`src/rtl/gb_video_out.sv`:
```
`timescale 1ns/1ps
// gb_video_out
// Display back-end for a Game Boy frame buffer. Generates VGA timing from a
// divided pixel tick, reads the frame buffer with integer-scaled and centred
// addressing, maps each 2-bit shade through a writable 4-entry RGB palette
// and shows a border colour outside the scaled window.
//
// Ports:
//   clock        sole clock, all state on the rising edge
//   reset_n      asynchronous active-low reset
//   pal_we       palette write strobe, sampled every clock
//   pal_idx      palette entry to write
//   pal_rgb      {R,G,B} value to write
//   fb_pixel     shade returned by the frame buffer, RD_LATENCY ticks after
//                the address
//   fb_x, fb_y   frame-buffer read column / row (hold outside the window)
//   fb_rd_en     high on ticks whose address lies inside the scaled window
//   vga_hs/vs    syncs, active low
//   vga_r/g/b    pixel colour
//   vga_blank_n  high during active video
//   frame_start  one-clock pulse on the tick at h=0, v=0
module gb_video_out #(
  parameter int SRC_W      = 160,
  parameter int SRC_H      = 144,
  parameter int SCALE      = 3,
  parameter int COLOR_W    = 4,
  parameter int CLK_DIV    = 2,
  parameter int RD_LATENCY = 2,
  parameter int H_ACTIVE   = 640,
  parameter int H_FP       = 16,
  parameter int H_SYNC     = 96,
  parameter int H_BP       = 48,
  parameter int V_ACTIVE   = 480,
  parameter int V_FP       = 10,
  parameter int V_SYNC     = 2,
  parameter int V_BP       = 33,
  parameter logic [3*COLOR_W-1:0] BORDER_RGB = '0
) (
  input  logic                   clock,
  input  logic                   reset_n,
  input  logic                   pal_we,
  input  logic [1:0]             pal_idx,
  input  logic [3*COLOR_W-1:0]   pal_rgb,
  input  logic [1:0]             fb_pixel,
  output logic [7:0]             fb_x,
  output logic [7:0]             fb_y,
  output logic                   fb_rd_en,
  output logic                   vga_hs,
  output logic                   vga_vs,
  output logic [COLOR_W-1:0]     vga_r,
  output logic [COLOR_W-1:0]     vga_g,
  output logic [COLOR_W-1:0]     vga_b,
  output logic                   vga_blank_n,
  output logic                   frame_start
);

  localparam int H_TOTAL = H_ACTIVE + H_FP + H_SYNC + H_BP;
  localparam int V_TOTAL = V_ACTIVE + V_FP + V_SYNC + V_BP;
  localparam int X_OFF   = (H_ACTIVE - SRC_W * SCALE) / 2;
  localparam int Y_OFF   = (V_ACTIVE - SRC_H * SCALE) / 2;
  localparam int HW      = $clog2(H_TOTAL);
  localparam int VW      = $clog2(V_TOTAL);
  localparam int DW      = (CLK_DIV > 1) ? $clog2(CLK_DIV) : 1;
  localparam int SW      = (SCALE > 1) ? $clog2(SCALE) : 1;
  localparam int CRW     = 3 * COLOR_W;

  localparam logic [HW-1:0] H_LAST = HW'(H_TOTAL - 1);
  localparam logic [HW-1:0] H_ACT  = HW'(H_ACTIVE);
  localparam logic [HW-1:0] HS_BEG = HW'(H_ACTIVE + H_FP);
  localparam logic [HW-1:0] HS_END = HW'(H_ACTIVE + H_FP + H_SYNC);
  localparam logic [HW-1:0] X_BEG  = HW'(X_OFF);
  localparam logic [HW-1:0] X_END  = HW'(X_OFF + SRC_W * SCALE);
  // Column counter restarts one tick before the window; with no left margin
  // that is the last tick of the previous line.
  localparam logic [HW-1:0] X_RST  = HW'((X_OFF == 0) ? H_TOTAL - 1 : X_OFF - 1);
  localparam logic [VW-1:0] V_LAST = VW'(V_TOTAL - 1);
  localparam logic [VW-1:0] V_ACT  = VW'(V_ACTIVE);
  localparam logic [VW-1:0] VS_BEG = VW'(V_ACTIVE + V_FP);
  localparam logic [VW-1:0] VS_END = VW'(V_ACTIVE + V_FP + V_SYNC);
  localparam logic [VW-1:0] Y_BEG  = VW'(Y_OFF);
  localparam logic [VW-1:0] Y_END  = VW'(Y_OFF + SRC_H * SCALE);
  localparam logic [DW-1:0] DIV_LAST = DW'(CLK_DIV - 1);
  localparam logic [SW-1:0] S_LAST   = SW'(SCALE - 1);

  if (SRC_W * SCALE > H_ACTIVE || SRC_H * SCALE > V_ACTIVE) begin : g_bad_scale
    $error("gb_video_out: scaled source does not fit the active area");
  end

  // Default shade ramp: channel value (2^COLOR_W-1)*(3-i)/3, same on R,G,B.
  function automatic logic [CRW-1:0] pal_default(input int i);
    int c;
    c = (((1 << COLOR_W) - 1) * (3 - i)) / 3;
    return {3{COLOR_W'(c)}};
  endfunction

  logic [DW-1:0]  div_q;
  logic           tick;
  logic [HW-1:0]  h_q;
  logic [VW-1:0]  v_q;
  logic [SW-1:0]  sx_q, sy_q;
  logic [7:0]     x_cnt, y_cnt;
  logic           in_x, in_y, in_win, active, hs_act, vs_act;
  logic [1:0]     pix_q;
  logic [CRW-1:0] rgb_q, rgb_next;
  logic [CRW-1:0] pal [4];
  // {hs_act, vs_act, active}; stage 0 is the address stage.
  logic [2:0]     sync_dly [RD_LATENCY+2];
  logic           win_dly  [RD_LATENCY+1];

  assign tick   = (div_q == DIV_LAST);
  assign in_x   = (h_q >= X_BEG) && (h_q < X_END);
  assign in_y   = (v_q >= Y_BEG) && (v_q < Y_END);
  assign in_win = in_x && in_y;
  assign active = (h_q < H_ACT) && (v_q < V_ACT);
  assign hs_act = (h_q >= HS_BEG) && (h_q < HS_END);
  assign vs_act = (v_q >= VS_BEG) && (v_q < VS_END);

  always_ff @(posedge clock or negedge reset_n) begin
    if (!reset_n) div_q <= '0;
    else          div_q <= tick ? '0 : div_q + DW'(1);
  end

  always_ff @(posedge clock or negedge reset_n) begin
    if (!reset_n) begin
      h_q      <= '0;
      v_q      <= '0;
      sx_q     <= '0;
      sy_q     <= '0;
      x_cnt    <= '0;
      y_cnt    <= '0;
      fb_x     <= '0;
      fb_y     <= '0;
      fb_rd_en <= 1'b0;
      pix_q    <= '0;
      rgb_q    <= '0;
      for (int i = 0; i < RD_LATENCY + 2; i++) sync_dly[i] <= '0;
      for (int i = 0; i < RD_LATENCY + 1; i++) win_dly[i]  <= 1'b0;
    end else if (tick) begin
      // Raster counters
      if (h_q == H_LAST) begin
        h_q <= '0;
        v_q <= (v_q == V_LAST) ? '0 : v_q + VW'(1);
      end else begin
        h_q <= h_q + HW'(1);
      end

      // Column scaling: fb column advances every SCALE ticks in the window.
      if (h_q == X_RST) begin
        sx_q  <= '0;
        x_cnt <= '0;
      end else if (in_x) begin
        if (sx_q == S_LAST) begin
          sx_q  <= '0;
          x_cnt <= x_cnt + 8'd1;
        end else begin
          sx_q <= sx_q + SW'(1);
        end
      end

      // Row scaling at line end; cleared at the end of the frame so the next
      // frame starts from row 0.
      if (h_q == H_LAST) begin
        if (v_q == V_LAST) begin
          sy_q  <= '0;
          y_cnt <= '0;
        end else if (in_y) begin
          if (sy_q == S_LAST) begin
            sy_q  <= '0;
            y_cnt <= y_cnt + 8'd1;
          end else begin
            sy_q <= sy_q + SW'(1);
          end
        end
      end

      // Address stage: address for the current raster position.
      fb_rd_en <= in_win;
      if (in_win) begin
        fb_x <= x_cnt;
        fb_y <= y_cnt;
      end

      sync_dly[0] <= {hs_act, vs_act, active};
      for (int i = 1; i < RD_LATENCY + 2; i++) sync_dly[i] <= sync_dly[i-1];
      win_dly[0] <= in_win;
      for (int i = 1; i < RD_LATENCY + 1; i++) win_dly[i] <= win_dly[i-1];

      // Shade arrives RD_LATENCY ticks after its address; colour is loaded
      // one tick later together with the last sync stage.
      pix_q <= fb_pixel;
      rgb_q <= rgb_next;
    end
  end

  // Palette writes are not gated by tick; a write on the same edge as a
  // colour load still lets that load see the old entry.
  always_ff @(posedge clock or negedge reset_n) begin
    if (!reset_n) begin
      for (int i = 0; i < 4; i++) pal[i] <= pal_default(i);
    end else if (pal_we) begin
      pal[pal_idx] <= pal_rgb;
    end
  end

  always_comb begin
    rgb_next = '0;
    if (sync_dly[RD_LATENCY][0]) begin
      rgb_next = win_dly[RD_LATENCY] ? pal[pix_q] : BORDER_RGB;
    end
  end

  assign vga_hs      = ~sync_dly[RD_LATENCY+1][2];
  assign vga_vs      = ~sync_dly[RD_LATENCY+1][1];
  assign vga_blank_n =  sync_dly[RD_LATENCY+1][0];
  assign vga_r       = rgb_q[3*COLOR_W-1:2*COLOR_W];
  assign vga_g       = rgb_q[2*COLOR_W-1:COLOR_W];
  assign vga_b       = rgb_q[COLOR_W-1:0];
  // Gated by reset_n so the pulse stays low in reset even when CLK_DIV=1.
  assign frame_start = reset_n && tick && (h_q == '0) && (v_q == '0);

endmodule

```
`config.mk`:
```
export PLATFORM = sky130hd
export DESIGN_NAME = gb_video_out
export DESIGN_NICKNAME = d
export VERILOG_FILES = /design/src/rtl/gb_video_out.sv
export SDC_FILE = /design/constraint.sdc
export NUM_CORES = 1
export LEC_CHECK = 0
export BUFFER_PORTS_ARGS = -buffer_cell sky130_fd_sc_hd__buf_4
export CORE_ASPECT_RATIO = 2
export CORE_MARGIN = 2
export CORE_UTILIZATION = 59
export DETAILED_ROUTE_END_ITERATION = 10
export GPL_TIMING_DRIVEN = 0
export PLACE_DENSITY = 0.79
export RECOVER_POWER = 25
export SYNTH_ARGS = -nofsm -noshare
export SYNTH_HDL_FRONTEND = slang
export SYNTH_SLANG_ARGS = --single-unit
```
`constraint.sdc`:
```
create_clock -name clock -period 5.4 [get_ports clock]
set_clock_uncertainty 0.2 [all_clocks]
set_input_delay 0.27 -clock clock [delete_from_list [all_inputs] [get_ports clock]]
set_output_delay 0.27 -clock clock [all_outputs]
set_load 0.005 [all_outputs]
```
==> qor.yml <==
status: "finished, final reports clean"
rr_startpoint: "h_q[7]$_DFFE_PN0P_"
dr.pass1.iters: 4
yosys.area_share.simple: 0.1119
drv_cap: 0
max_stage_delay_ns: 0.55
core_um2: 10410
routedWlPerCell_um: 18.98
hold_end: "pal[36]$_DFFE_PN1P_"
synth_adder_area_share: 0.01207
reg2reg_to: "fb_y[2]$_DFFE_PN0P_"
n_fill_cell: 730
area_delta_synth_final_pct: 20.61
synth_area_um2: 6217
dp_hpwl_mm: 9.514
grtUsageTotal: 0.2622
port_buffers: 51
synth-seq-cells: 134
overflow: 0
grt_antenna_before_repair: 0
cp_cell_sequence: "dlygate4sd3_1, buf_6, buf_16, nor2b_1, nand4_1, nor4_1, buf_4"
rsz0062_at_grt: "no"
vias: 4276
ant_nets: 0
yosysWarnings: 0
hold_violations: 0
synth.avg_cell_area_um2: 12.77
drt-total-wl_mm: 13.73
worst-path-buf-inv: 4
htree_levels: 4
num_rows: 53
p_leak_uw: 0.003406
syn-num-nets: 512
cts.path.max_buffers: 2
die_area_um2: 11420
via_per_inst: 5.914
fin_crit_sh: 0.5545
final_core_util: 0.7202
r2r_cells: 7
hold_class: "input pin to flip-flop"
relSlewSlack: 0.4330
ir_drop_v: 0.0003138
crit_fanout: 102
num-nets-final: 598
yosysSeqAreaShare: 0.5442
hold_depth: 3
syn_inst: 487
synth-async-reset-ratio: 1.000
grt_max_degree: 103
crit_path_end_kind: "output port"
crit_arrival_ns: 2.52
grt_pass1_vias: 4666
timing.final.crit_period_ns: 2.994
timing.final.max_slew_violations: 0
synth-xor-area-share: 0.02254
power_density_nw_per_um2: 320.1
diodes: 0
drt_iter0_drc: 218
setup_viol: 0
criticalPathCategory: "input pin to output port"
cp-start-kind: "input pin"
die_h_um: 149.2
crit_family: "buffers and inverters"
stdcell_area_um2: 7498
start_util: 0.5972
synth_top_family_by_area: "multiplexers"
fmax_ghz: 0.3340
synthFlopType: "dfrtp_1"
tightest_slew_ns: 0.8440
grt_first_pass_wirelength_mm: 23.00
layout-drive-gt1-share: 0.3686
cp_slowest_cell: "dlygate4sd3_1"
yosys.cell_types.count: 61
drc_errors: 0
cts_setup_buffers: 0
synth-edff-count: 0
cts_tree: "yes"
gp_congestion: 0.8805
multi_input_area_um2: 2601
holdCritStartpoint: "pal_idx[1]"
path_clk_slew_ns: 0.06
clockRootBuffer: "clkbuf_16"
boundaryPins: 52
required_ns: 4.93
finalSetupTns_ns: 0
placed_cell_area_um2: 6803
synth-compound-area-share: 0.08352
numCtsBuffers: 17
cts.sinks: 134
synthMuxAreaShare: 0.1884
dieWidth_um: 76.59
clock_latency_ns: 0.42
r2r_slack_ns: 2.97
seqCellArea_um2: 3383
## through the flow
step	power, uW	instances	setup WS [ns]	hold slack, ns
after floorplan	1252	487	3.348	-0.2256
after global placement	1301	675	2.492	0.2748
after detailed placement	1322	676	3.000	-0.01886
after CTS	2417	723	2.422	0.08504
after global routing	2483	723	2.179	0.09598
final	2401	723	2.406	0.09362
## where the power goes
part           switching (uW)  leakage (uW)  internal, uW
clock                     431      0.000272           654
sequential               37.3       0.00170          1100
combinational            72.8       0.00144           106
total                     541       0.00341          1860
## how the worst max path moves through the flow
stage                       startpoint                   to  slack [ns]  cells past startpoint
floorplan           v_q[4]$_DFFE_PN0P_  fb_x[3]$_DFFE_PN0P_        3.35                      5
finish                         reset_n          frame_start        2.41                      7
global placement               reset_n          frame_start        2.49                      5
CTS                            reset_n          frame_start        2.42                      7
detailed placement  h_q[7]$_DFFE_PN0P_  fb_x[6]$_DFFE_PN0P_        3.00                      7
global route                   reset_n          frame_start        2.18                      7
## kinds of logic after synthesis
family                   after synthesis
AND/OR/NAND/NOR                      121
adder cells (fa/ha/maj)                6
multiplexers                          89
buffers and inverters                 50
flip-flops                           134
XOR/XNOR                              16
AO/OA/AOI/OAI                         71
## cells in the mapped netlist (6+ instances only)
cell / number / area (um2)
clkbuf_1: 9 / 33.78
mux2_4: 9 / 135.1
and3_1: 11 / 68.82
dfstp_2: 24 / 630.6
mux4_2: 12 / 270.3
nor2_1: 21 / 78.83
mux2_2: 68 / 765.7
o31ai_1: 6 / 45.04
dfrtp_1: 110 / 2753
nor3_1: 6 / 30.03
nand4_1: 11 / 68.82
nand3_1: 16 / 80.08
nand2_1: 19 / 71.32
o21ai_0: 21 / 105.1
inv_1: 24 / 90.09
ha_1: 6 / 75.07
xor2_1: 11 / 96.34
o2bb2ai_1: 15 / 131.4
## worst min-delay path, delay by kind of cell
family	cells	cell delay [ns]
muxes	1	0.23
and+or+nand+nor	1	0.08
buffers and inverters	1	0.10
## state kept, by name, indices dropped and copies added (netlist names)
signal       count
div_q            1
x_cnt            8
win_dly          3
h_q             10
fb_y             8
pal             48
vga_blank_n      1
sync_dly        11
sx_q             2
pix_q            2
sy_q             2
rgb_q           12
y_cnt            8
v_q             10
fb_x             8
## layout by cell type, fill, tap and decap left out, types with 12 or more instances in the layout
cell,instances
buf_4,37
clkbuf_1,15
clkbuf_16,17
dfrtp_1,110
dfstp_2,24
dlygate4sd3_1,15
inv_1,24
mux2_2,68
mux4_2,12
nand2_1,19
nand3_1,16
nor2_1,21
o21ai_0,21
o2bb2ai_1,15
## layout make-up
| class | count | area share |
|---|---|---|
| sequential | 134 | 0.4512 |
| tap | 137 | 0.02286 |
| clock inverter | 12 | 0.01385 |
| multi-input combinational | 303 | 0.3469 |
| inverter | 25 | 0.01251 |
| clock buffer | 20 | 0.06090 |
| buffer | 25 | 0.01852 |
| timing repair buffer | 67 | 0.07325 |
## per-layer routing
metal  part of all wire  track usage  wire (um)  vias up
li1                   -            -          -     1949
met1               0.36       0.2721       4914     2186
met2               0.58       0.4982       7990      109
met3              0.032      0.05630        441       32
met4              0.028       0.1173        379        0
met5                  0            0          0        -
## repair_timing
| item | in CTS | in global routing |
|---|---|---|
| hold endpoints to repair | 167 | 0 |
| resized for setup | 0 | 0 |
| hold buffers | 15 | 0 |
No activity file was read; power rests on OpenSTA's default activity.
